<file path="src/rtl/seg_scan_decoder.sv">
// seg_scan_decoder: receive side of the 4-digit multiplexed MM:SS seven-segment bus.
// Optional SEG_LAG_COMP_EN: segments lag sel by one slot, captures are attributed to slot-1.
module seg_scan_decoder #(
  parameter int unsigned SETTLE  = 4,
  parameter int unsigned TIMEOUT = 65535
) (
  input  logic       clk,
  input  logic       rst,
  input  logic [3:0] sel,
  input  logic [6:0] digital,
  output logic [7:0] second,
  output logic [7:0] minute,
  output logic       frame_valid,
  output logic       link_up,
  output logic       pat_err,
  output logic       seq_err
);
  localparam int DW = 20;

  logic [3:0]    sel_m, sel_s, sel_p;
  logic [6:0]    dig_m, dig_s, dig_p;
  logic [DW-1:0] dwell;
  logic [15:0]   stage;
  logic [3:0]    mask;
  logic [1:0]    exp_slot;

  logic          changed;
  logic          capture;
  logic          timeout;
  logic          one_hot;
  logic          dig_ok;
  logic          range_ok;
  logic [1:0]    slot;
  logic [1:0]    aslot;
  logic [3:0]    digit;

  assign changed = (sel_s != sel_p) || (dig_s != dig_p);
  // capture on the cycle the dwell count steps to SETTLE-1
  assign capture = !changed && (dwell == DW'(SETTLE - 2))
                   && (sel_s != 4'hF);
  assign timeout = !changed && (dwell == DW'(TIMEOUT - 1));

  always_comb begin
    one_hot = 1'b1;
    slot    = 2'd0;
    unique case (1'b1)
      (sel_s == 4'b1110): slot = 2'd0;
      (sel_s == 4'b1101): slot = 2'd1;
      (sel_s == 4'b1011): slot = 2'd2;
      (sel_s == 4'b0111): slot = 2'd3;
      default:            one_hot = 1'b0;
    endcase
  end

  always_comb begin
    dig_ok = 1'b1;
    digit  = 4'd0;
    unique case (1'b1)
      (dig_s == 7'b0000001): digit = 4'd0;
      (dig_s == 7'b1001111): digit = 4'd1;
      (dig_s == 7'b0010010): digit = 4'd2;
      (dig_s == 7'b0000110): digit = 4'd3;
      (dig_s == 7'b1001100): digit = 4'd4;
      (dig_s == 7'b0100100): digit = 4'd5;
      (dig_s == 7'b0100000): digit = 4'd6;
      (dig_s == 7'b0001111): digit = 4'd7;
      (dig_s == 7'b0000000): digit = 4'd8;
      (dig_s == 7'b0000100): digit = 4'd9;
      default:               dig_ok = 1'b0;
    endcase
  end

`ifdef SEG_LAG_COMP_EN
  assign aslot = slot - 2'd1;
`else
  assign aslot = slot;
`endif

  assign range_ok = !(aslot[0] && (digit > 4'd5));

  always_ff @(posedge clk) begin
    if (rst) begin
      sel_m       <= '0;
      sel_s       <= '0;
      sel_p       <= '0;
      dig_m       <= '0;
      dig_s       <= '0;
      dig_p       <= '0;
      dwell       <= '0;
      stage       <= '0;
      mask        <= '0;
      exp_slot    <= '0;
      second      <= '0;
      minute      <= '0;
      frame_valid <= 1'b0;
      link_up     <= 1'b0;
      pat_err     <= 1'b0;
      seq_err     <= 1'b0;
    end else begin
      sel_m       <= sel;
      sel_s       <= sel_m;
      sel_p       <= sel_s;
      dig_m       <= digital;
      dig_s       <= dig_m;
      dig_p       <= dig_s;
      frame_valid <= 1'b0;
      pat_err     <= 1'b0;
      seq_err     <= 1'b0;

      if (changed)
        dwell <= '0;
      else if (dwell != DW'(TIMEOUT))
        dwell <= dwell + 1'b1;

      if (capture) begin
        if (!one_hot || !dig_ok || !range_ok) begin
          pat_err  <= 1'b1;
          mask     <= '0;
          exp_slot <= '0;
        end else if (aslot != exp_slot) begin
          seq_err <= 1'b1;
          if (aslot == 2'd0) begin
            stage[3:0] <= digit;
            mask       <= 4'b0001;
            exp_slot   <= 2'd1;
          end else begin
            mask     <= '0;
            exp_slot <= '0;
          end
        end else begin
          stage[{aslot, 2'b00} +: 4] <= digit;
          if (aslot == 2'd3 && mask == 4'b0111) begin
            second      <= stage[7:0];
            minute      <= {digit, stage[11:8]};
            frame_valid <= 1'b1;
            link_up     <= 1'b1;
            mask        <= '0;
            exp_slot    <= '0;
          end else begin
            mask[aslot] <= 1'b1;
            exp_slot    <= aslot + 2'd1;
          end
        end
      end else if (timeout) begin
        link_up  <= 1'b0;
        mask     <= '0;
        exp_slot <= '0;
      end
    end
  end

endmodule

</file>
<file path="config.mk">
export PLATFORM = sky130hd
export DESIGN_NAME = seg_scan_decoder
export DESIGN_NICKNAME = d
export VERILOG_FILES = /design/src/rtl/seg_scan_decoder.sv
export SDC_FILE = /design/constraint.sdc
export NUM_CORES = 1
export LEC_CHECK = 0
export BUFFER_PORTS_ARGS = -buffer_cell sky130_fd_sc_hd__buf_2
export CAP_MARGIN = 10
export CORE_MARGIN = 3
export CORE_UTILIZATION = 25
export DETAILED_ROUTE_END_ITERATION = 10
export PLACE_DENSITY_LB_ADDON = 0.05
export SYNTH_ARGS = -nofsm -noshare
export SYNTH_HDL_FRONTEND = slang
export SYNTH_SLANG_ARGS = --single-unit
export TNS_END_PERCENT = 10
</file>
<file path="constraint.sdc">
create_clock -name clk -period 2.1 [get_ports clk]
set_input_delay 0.315 -clock clk [delete_from_list [all_inputs] [get_ports clk]]
set_output_delay 0.315 -clock clk [all_outputs]
set_load 0.02 [all_outputs]
</file>
==> results.md <==
* Status: completed
* Global-route wire length before repair at about 18000 um
* Flops & latches, synth at just over 90
* Fmax at between 400 and 500 MHz
* Wire per inst at 13.6 um
* # IOs at 33
* Combinational share of power at roughly 6.5%
* CTS Buffer Depth at 2
* Normalized max-slew margin at 67.4%
* Worst Tran Pin Value at between 0.4 and 0.5 ns
* Leak at 2.20 nW
* Most common cell after layout, fill and taps aside: dfxtp_1
* Worst Path Required at around 2.3 ns
* Post-placement cell area at a little over 5000 sq um
* Synthesized cell area at about 4300 sq um
* Die Area at approximately 19000 sq um
* Pre-antenna DRT Iters at 4
* Tcrit/Tclk final at between 90% and 100%
* Count of pins over their slew limit at 0
* Layout Cell Area excl Fill at 5690 sq um
* Psw at slightly below 0.9 mW
* Mean Syn Cell Area at 9.39 sq um
* Post-synth EDFFs at 0
* Final Util at 34.2%
* CTS tree: yes
* Total CTS buffers at 9
* Cells after DPL at 752
* Power Dens Cells at 622 nW/um^2
* Ys flop type: dfxtp_1
* Yosys warns at 0
* CP max stage delay at 0.38 ns
* Vias in the first global route at 3329
* Sw Ratio at roughly 25%
* Clock power share at between 40% and 50%
* Syn_nets at between 400 and 500
* VDD IR max at about 370 uV
* Skew final at approximately 0.012 ns
* Via-to-Cell Ratio at 4.49
* Mapped Cells at approximately 460
* Cell internal pwr at 2.67 mW
* CTS Hold Buffers Added at 0
* Async S/R FF share, synth at 0%
* Die Ht at about 140 um
* H-tree depth at 3
* Worst-path clk slew at approximately 0.070 ns
* Residual DRC at 0
* ANT cells at 0
* Total GRT Usage at between 10 and 15%
* Starting DRC count in detailed routing at roughly 210
* Clk_lat worst skew at ~0.35 ns
* Non-filler cells, final at roughly 780
* Core box area at approximately 17000 sq um
* Gp weighted congestion at around 0.74
* Root Buffer: clkbuf_16
* Setup_tns at 0 ns
* Hold WS at around 0.17 ns
* Chip width at between 100 and 150 um
* CP max stage cell: dfxtp_1
* Detail Placement HPWL at between 7000 and 8000 um
* Storage cell area at ~1900 sq um
* Initial antenna violation count at 0
* WL final at 10600 um
* Row count at between 40 and 50
* Seq pwr share at ~50%
* CP endpoint kind: flip-flop
* Worst min path class: primary input to flip-flop
* Worst EP arrival at about 2.3 ns
* Worst-path fanout max at 6
* Area of the multi-input gates at between 2000 and 2500 sq um
* CP Cell Sequence: nor4_1 > nand2_1 > nor4_2 > and4_1 > nand3_1 > mux2i_1
* Post-synth cell types at between 60 and 70
* RSZ-0062 raised after global routing: true
* Area grow syn2layout at 33.3%
* Max-Cap Viols at 0
* Largest net degree at the start of global routing at 39
* Share of layout cells above drive strength 1 at 34.6%
* ANT nets after route at 0
* Initial Util at around 26%
* Most frequent cells in the layout: dfxtp_1 (79), buf_4 (78), nand2_1 (46)
* GRT overflow at 0
* Total number of vias at between 3000 and 4000
* Crit path kind: flip-flop to flip-flop
* Critical Path Source Type: flip-flop
* IO buf count at 32
* Final Hold Viols at 0
* Minimum clock period at just over 2 ns
* Final setup vio count at 0
* Final nets at between 500 and 600
* CTS sink count at 91
* Sequential share of the synthesized area at 42.7%
* # fillers at about 1700
==> per-layer routing <==
metal | up-vias | track usage (%) | routed length (um)
met3 | 10 | 3.27 | 472
met2 | 59 | 16.9 | 4500
met1 | 1613 | 17.7 | 5420
li1 | 1808 | - | -
met4 | 0 | 4.14 | 166
met5 | - | 0 | 0
==> cells by family (layout without fill, tap and decap cells) <==
family | Yosys count | in the layout | share of synthesized area, %
DFF | 91 | 91 | 42.7
and+or+nand+nor | 222 | 222 | 31.2
xor gates and xnor gates | 30 | 30 | 6.15
muxes | 12 | 12 | 2.81
adders and majority gates | 9 | 9 | 2.64
AOI/OAI and AO/OA | 56 | 56 | 10.1
buffers and inverters | 35 | 137 | 4.37
==> stage by stage <==
| stage | setup slack, ns | power (mW) |
|---|---|---|
| after floorplan | -0.00954 | 1.94 |
| after global placement | -0.185 | 2.03 |
| after detailed placement | -0.155 | 2.03 |
| after CTS | 0.00322 | 3.61 |
| after global routing | -0.0630 | 3.73 |
| final | 0.0526 | 3.54 |
==> state kept, by name, summed over array words and instances, names as in the netlist <==
name and cells:
dig_p 7, sel_m 4, second 8, dig_m 7, pat_err 1, stage 12
exp_slot 2, mask 4, sel_p 4, link_up 1, minute 8, seq_err 1
sel_s 4, frame_valid 1, dig_s 7, dwell 20
==> cells in the mapped netlist, types with 10 or more instances <==
| library cell | count | area [sq um] |
|---|---|---|
| nor3_1 | 16 | 80.1 |
| nor2_1 | 28 | 105 |
| a21oi_1 | 10 | 50.1 |
| a31o_1 | 15 | 131 |
| dfxtp_1 | 91 | 1820 |
| nor2b_1 | 37 | 231 |
| xnor2_1 | 19 | 166 |
| mux2i_1 | 12 | 120 |
| nand2_1 | 48 | 180 |
| xor2_1 | 11 | 96.3 |
| clkbuf_1 | 13 | 48.8 |
| nand3_1 | 19 | 95.1 |
==> path summary, 6_finish.rpt <==
check / endpoint / cells past startpoint / from / slack (ns)
hold / removal: dig_m[3] / 2 / digital[3] / 0.17
setup / recovery: stage[11] / 6 / dwell[11] / 0.05
setup reg to reg: stage[11] / 6 / dwell[11] / 0.05
hold reg to reg: dig_s[0] / 1 / dig_m[0] / 0.43
==> power by group through the flow <==
stage               Clock, mW  Sequential (mW)  Combinational [mW]
floorplan                   0             1.80               0.146
global placement            0             1.82               0.210
detailed placement          0             1.82               0.209
CTS                      1.62             1.78               0.214
global route             1.70             1.78               0.255
finish                   1.54             1.77               0.229
==> worst max-delay path, delay by kind of cell, from the launching register on <==
family	cells	cell delay, ns
flip-flops	1	0.38
multiplexers	1	0.19
AND/OR/NAND/NOR	5	1.36
==> repair_timing <==
item | CTS | global route
pin swaps | 1 | 11
resized for setup | 18 | 43
setup endpoints to repair | 36 | 38
buffers inserted | 0 | 9
==> area by class of cell <==
type | count | area share [%]
sequential | 91 | 32.6
tap | 220 | 4.84
inverter | 4 | 0.264
clock inverter | 7 | 0.901
clock buffer | 9 | 3.96
multi-input combinational | 329 | 42.8
timing repair buffer | 117 | 14.6
Note: power is estimated with default switching activity, not from simulation.
